==> config.mk <==
export PLATFORM = sky130hd
export DESIGN_NAME = wide_add_sequencer_flat
export DESIGN_NICKNAME = d
export VERILOG_FILES = /design/src/rtl/wide_add_sequencer_if.sv /design/src/rtl/wide_add_sequencer.sv /design/src/flat_wrapper.sv
export SDC_FILE = /design/constraint.sdc
export NUM_CORES = 1
export LEC_CHECK = 0
export BUFFER_PORTS_ARGS = -buffer_cell sky130_fd_sc_hd__buf_4
export CAP_MARGIN = 20
export CELL_PAD_IN_SITES_DETAIL_PLACEMENT = 1
export CELL_PAD_IN_SITES_GLOBAL_PLACEMENT = 2
export CORE_AREA = 2 2 158 160
export DETAILED_ROUTE_END_ITERATION = 6
export DIE_AREA = 0 0 160 162
export PLACE_DENSITY_LB_ADDON = 0.08
export SLEW_MARGIN = 10
export SYNTH_ARGS = -nofsm -noshare
export SYNTH_HDL_FRONTEND = slang
export SYNTH_SLANG_ARGS = --single-unit
==> constraint.sdc <==
create_clock -name clk -period 3.6 [get_ports clk]
set_clock_uncertainty 0.2 [all_clocks]
set_input_delay 0.54 -clock clk [delete_from_list [all_inputs] [get_ports clk]]
set_output_delay 0.54 -clock clk [all_outputs]
set_load 0.005 [all_outputs]
==> src/rtl/wide_add_sequencer_if.sv <==
// Handshake and operand/result bundle for wide_add_sequencer.
// The sub select only exists when WIDE_ADD_SUBTRACT_EN is defined.
interface wide_add_sequencer_if #(
    parameter int WORDS = 4
);
    logic                 start;
    logic [8*WORDS-1:0]   op_a;
    logic [8*WORDS-1:0]   op_b;
    logic                 cin;
`ifdef WIDE_ADD_SUBTRACT_EN
    logic                 sub;
`endif
    logic                 busy;
    logic                 done;
    logic [8*WORDS-1:0]   sum;
    logic                 cout;

`ifdef WIDE_ADD_SUBTRACT_EN
    modport master (output start, op_a, op_b, cin, sub, input busy, done, sum, cout);
    modport slave  (input start, op_a, op_b, cin, sub, output busy, done, sum, cout);
`else
    modport master (output start, op_a, op_b, cin, input busy, done, sum, cout);
    modport slave  (input start, op_a, op_b, cin, output busy, done, sum, cout);
`endif
endinterface

==> src/rtl/wide_add_sequencer.sv <==
// (8*WORDS)-bit adder built by running one 8-bit ripple-carry lane adder once per byte, LSB first.
// Optional subtract mode is enabled by defining WIDE_ADD_SUBTRACT_EN.
module wide_add_sequencer #(
    parameter int WORDS = 4
) (
    input  logic                 clk,
    input  logic                 rst_n,
    wide_add_sequencer_if.slave  bus
);
    localparam int N  = 8 * WORDS;
    localparam int IW = (WORDS > 1) ? $clog2(WORDS) : 1;
    localparam logic [IW-1:0] LAST = IW'(WORDS - 1);

    typedef enum logic [1:0] {IDLE, RUN, DONE} state_t;

    state_t          state;
    state_t          next_state;
    logic [IW-1:0]   idx;
    logic [N-1:0]    a_q;
    logic [N-1:0]    b_q;
    logic            carry_q;
    logic [N-1:0]    work_q;
    logic [N-1:0]    sum_q;
    logic            cout_q;
`ifdef WIDE_ADD_SUBTRACT_EN
    logic            sub_q;
`endif

    logic [7:0]      lane_a;
    logic [7:0]      lane_b;
    logic [7:0]      lane_sum;
    logic            lane_cout;
    logic [N-1:0]    work_next;

    always_ff @(posedge clk) begin
        if (!rst_n) begin
            state <= IDLE;
        end else begin
            state <= next_state;
        end
    end

    always_comb begin
        next_state = state;
        case (state)
            IDLE:    if (bus.start) next_state = RUN;
            RUN:     if (idx == LAST) next_state = DONE;
            DONE:    next_state = bus.start ? RUN : IDLE;
            default: next_state = IDLE;
        endcase
    end

    always_comb begin
        bus.busy = (state == RUN);
        bus.done = (state == DONE);
    end

    assign bus.sum  = sum_q;
    assign bus.cout = cout_q;

    // One byte lane of the shared 8-bit adder; work_next is the work register with this lane merged in.
    always_comb begin
        lane_a = a_q[{idx, 3'b000} +: 8];
        lane_b = b_q[{idx, 3'b000} +: 8];
`ifdef WIDE_ADD_SUBTRACT_EN
        if (sub_q) lane_b = ~lane_b;
`endif
        {lane_cout, lane_sum} = {1'b0, lane_a} + {1'b0, lane_b} + {8'b0, carry_q};
        work_next = work_q;
        work_next[{idx, 3'b000} +: 8] = lane_sum;
    end

    // Operands are captured only when a start is accepted; sum/cout update only on the last lane.
    always_ff @(posedge clk) begin
        if (!rst_n) begin
            idx     <= '0;
            a_q     <= '0;
            b_q     <= '0;
            carry_q <= 1'b0;
            work_q  <= '0;
            sum_q   <= '0;
            cout_q  <= 1'b0;
`ifdef WIDE_ADD_SUBTRACT_EN
            sub_q   <= 1'b0;
`endif
        end else begin
            case (state)
                IDLE, DONE: begin
                    if (bus.start) begin
                        a_q <= bus.op_a;
                        b_q <= bus.op_b;
                        idx <= '0;
`ifdef WIDE_ADD_SUBTRACT_EN
                        sub_q   <= bus.sub;
                        carry_q <= bus.sub ? 1'b1 : bus.cin;
`else
                        carry_q <= bus.cin;
`endif
                    end
                end
                RUN: begin
                    work_q  <= work_next;
                    carry_q <= lane_cout;
                    if (idx == LAST) begin
                        sum_q  <= work_next;
                        cout_q <= lane_cout;
                    end else begin
                        idx <= idx + 1'b1;
                    end
                end
                default: ;
            endcase
        end
    end
endmodule

==> src/flat_wrapper.sv <==
// flat-port wrapper written by rule: the top's interface ports become plain ports
module wide_add_sequencer_flat 
#(
    parameter int WORDS = 4
)
  (clk, rst_n, bus_start, bus_op_a, bus_op_b, bus_cin, bus_busy, bus_done, bus_sum, bus_cout);
  wide_add_sequencer_if #(.WORDS(WORDS)) bus_i ();
  input  logic clk;
  input  logic rst_n;
  input wire logic [$bits(bus_i.start)-1:0] bus_start;
  input wire logic [$bits(bus_i.op_a)-1:0] bus_op_a;
  input wire logic [$bits(bus_i.op_b)-1:0] bus_op_b;
  input wire logic [$bits(bus_i.cin)-1:0] bus_cin;
  output wire logic [$bits(bus_i.busy)-1:0] bus_busy;
  output wire logic [$bits(bus_i.done)-1:0] bus_done;
  output wire logic [$bits(bus_i.sum)-1:0] bus_sum;
  output wire logic [$bits(bus_i.cout)-1:0] bus_cout;
  assign bus_i.start = bus_start;
  assign bus_i.op_a = bus_op_a;
  assign bus_i.op_b = bus_op_b;
  assign bus_i.cin = bus_cin;
  assign bus_busy = bus_i.busy;
  assign bus_done = bus_i.done;
  assign bus_sum = bus_i.sum;
  assign bus_cout = bus_i.cout;
  wide_add_sequencer #(.WORDS(WORDS)) u_core (.clk(clk), .rst_n(rst_n), .bus(bus_i));
endmodule
==> run summary <==
Post-route setup TNS: 0 ps
Final HPWL DP: 13200 µm
Most frequent cells after synthesis: 149 x nand2_1, 134 x dfxtp_1, 64 x a21boi_0
Outcome: finished clean
WS Path Type: reg -> reg
Share of layout cells above drive strength 1: 23.5%
Drt via density: 4.67
Fin. Hold Viols: 0
# fillers: 2861
Chip height: 162 µm
FP Rows: 57
Sw frac: 26.0%
Vias: 5092
Nets: 837
Clock buffer depth: 2
Seq cells post-synth: 134
Clk Latency, worst-skew pair: 420 ps
Mapped Cells: 655
Synth Flop Type: dfxtp_1
Final worst slack: 256 ps
DRT Pass-1 Iters: 4
Die Width: 160 µm
Total die area: 0.0259 mm²
Crit-path cells: mux4_2 > fa_1 > fa_1 > a211oi_2 > o21bai_1 > a211o_1 > o21ai_0 > o21ai_0
R2R Setup Slk: 260 ps
Crit path max-delay family: compound AO/OA/AOI/OAI gates
Total gr overflow: 0
Area of the mapped netlist: 0.00594 mm²
CTS root buf: clkbuf_16
Mean routed wirelength per cell: 17.0 µm
Critical path startpoint category: flop
Netlist cell types: 45
Setup violators final: 0
Cts hold-fix bufs: 0
DR iter-0 viols: 228
H-tree depth: 4
Final period util: 92.9%
Register area: 0.00268 mm²
Clk pin slew, worst setup/hold paths: 60 ps
Internal power: 2.80 mW
Antenna Violating Nets Remaining: 0
Antenna violations before repair: 0
Worst Hold Class: in -> reg
Max cap viols: 0
Total track usage: 14.7%
Post-synth EDFFs: 0
GR peak layer: met2
Worst endpoint required time: 3680 ps
WP buf/inv: 0
M1 GR Usage: 18.9%
CP max-delay cell: mux4_2
Port bufs: 102
Sequential fraction of the synthesis area: 45.2%
Synth Warn #: 0
Worst setup EP type: flop
Worst slew margin: 38.8%
Arrival @ worst endpoint: 3420 ps
Async S/R FF share, synth: 0%
Worst ir drop on vdd: 0.000188 V
Largest net degree at the start of global routing: 69
Total routed wirelength: 18600 µm
# diodes: 0
First-pass GRT wire length: 29600 µm
Yosys top cell area share: 45.2%
Yosys top cell by area: dfxtp_1
RSZ-0062 raised after global routing: false
DRC viols: 0
Count leader, synth: nand2_1
Post-Syn Nets: 738
Post-Place Setup Slack: 104 ps
GR Layer Usage met3: 2.71%
Vias in the first global route: 5331
Core Box Area: 0.0241 mm²
Final min period: 3340 ps
Worst Max-Slew Pin Slew: 911 ps
Met2 usage: 24.8%
Combinational Power Share: 12.5%
Avg Inst Size Synth: 9.06 µm²
Peak Freq: 299 MHz
Area of the multi-input gates: 0.00308 mm²
Critical-path maximum fanout: 5
Clock network fraction of design power: 46.1%
Synth area leaders: dfxtp_1 45%, nand2_1 9.4%, a21boi_0 8.1%
CP max stage delay: 520 ps
Cts bufs inserted: 17
NetSw: 0.986 mW
Seq pwr share: 41.4%
# clock sinks: 134
Area delta synth->final: 29.8%
Power Density: 492 mW/mm²
CTS tree: built
Num ports: 103
Pwr Total: 3.79 mW
Gpl congestion: 0.777
Static Leakage: 3.07 nW
Initial Util: 24.6%
Final Max Slew Viols: 0
==> placed cells by master (no fill, tap or decap), types with 16 or more instances in the layout <==
cell type,count
a21boi_0,64
nor2_1,26
a22oi_1,23
clkbuf_16,17
a221oi_1,19
dfxtp_1,133
nor2b_1,23
nand2_1,149
mux4_2,16
o21ai_0,38
buf_4,123
a21oi_1,26
==> power groups by stage <==
stage	logic [mW]	registers (mW)	clock network, mW
finish	0.474	1.57	1.75
global route	0.529	1.57	1.86
CTS	0.487	1.57	1.80
detailed placement	0.486	1.60	0
global placement	0.478	1.60	0
floorplan	0.281	1.59	0
==> area by class of cell <==
class	count	share of cell area [%]
Multi-Input combinational cell	471	39.9
Sequential cell	134	34.8
Timing Repair Buffer	123	12.0
Clock buffer	20	6.06
Tap cell	324	5.26
Clock inverter	11	1.62
Inverter	7	0.341
==> repair_timing <==
| item | CTS | global route |
|---|---|---|
| setup endpoints to repair | 0 | 4 |
| gates resized for setup | 0 | 2 |
| buffers inserted | 0 | 0 |
==> state kept, by name, indices dropped and copies added (netlist names) <==
register and flops:
u_core.work_q 32, u_core.b_q 32, u_core.carry_q 1, u_core.idx 2, u_core.bus.sum 32, u_core.state 2, u_core.a_q 32, u_core.bus.cout 1
==> kinds of logic after synthesis <==
group	Yosys count	share of synthesized area (%)
AOI/OAI and AO/OA	197	22.9
xor gates and xnor gates	2	0.295
adders and majority gates	15	3.41
buffers and inverters	50	3.35
DFF	134	45.2
muxes	17	6.24
and+or+nand+nor	240	18.6
==> worst reg2reg max path, cell delays in order (launching register included) <==
cell	delay, ps
dfxtp_2	370
mux4_2	520
fa_1	470
fa_1	460
a211oi_2	290
o21bai_1	130
a211o_1	370
o21ai_0	220
o21ai_0	170
==> worst paths after layout <==
check                                    from                             end  cells after the start
setup / recovery   u_core.idx[0]$_SDFFE_PN0P_  u_core.work_q[22]$_SDFFE_PN0P_                      8
hold / removal                   bus_op_a[20]     u_core.a_q[20]$_SDFFE_PN0P_                      3
setup reg to reg   u_core.idx[0]$_SDFFE_PN0P_  u_core.work_q[22]$_SDFFE_PN0P_                      8
hold reg to reg   u_core.b_q[26]$_SDFFE_PN0P_     u_core.b_q[26]$_SDFFE_PN0P_                      2
==> layer usage <==
layer  vias up  part of all wire [%]
met5         -                     0
met4         0                   1.4
met3        16                   3.3
met2        91                    48
met1      2463                    48
li1       2522                     -
==> metrics by stage <==
stage / util, % / std cells / instance area, µm² / hold WS [ps]
after floorplan: - / 655 / 5940 / 238
after global placement: 29.5 / 1059 / 7100 / 250
after detailed placement: 29.5 / 1059 / 7100 / 258
after CTS: 31.9 / 1090 / 7700 / 156
after global routing: 32.0 / 1090 / 7710 / 170
final: 32.0 / 1090 / 7710 / 174
No activity file was read; power rests on OpenSTA's default activity.
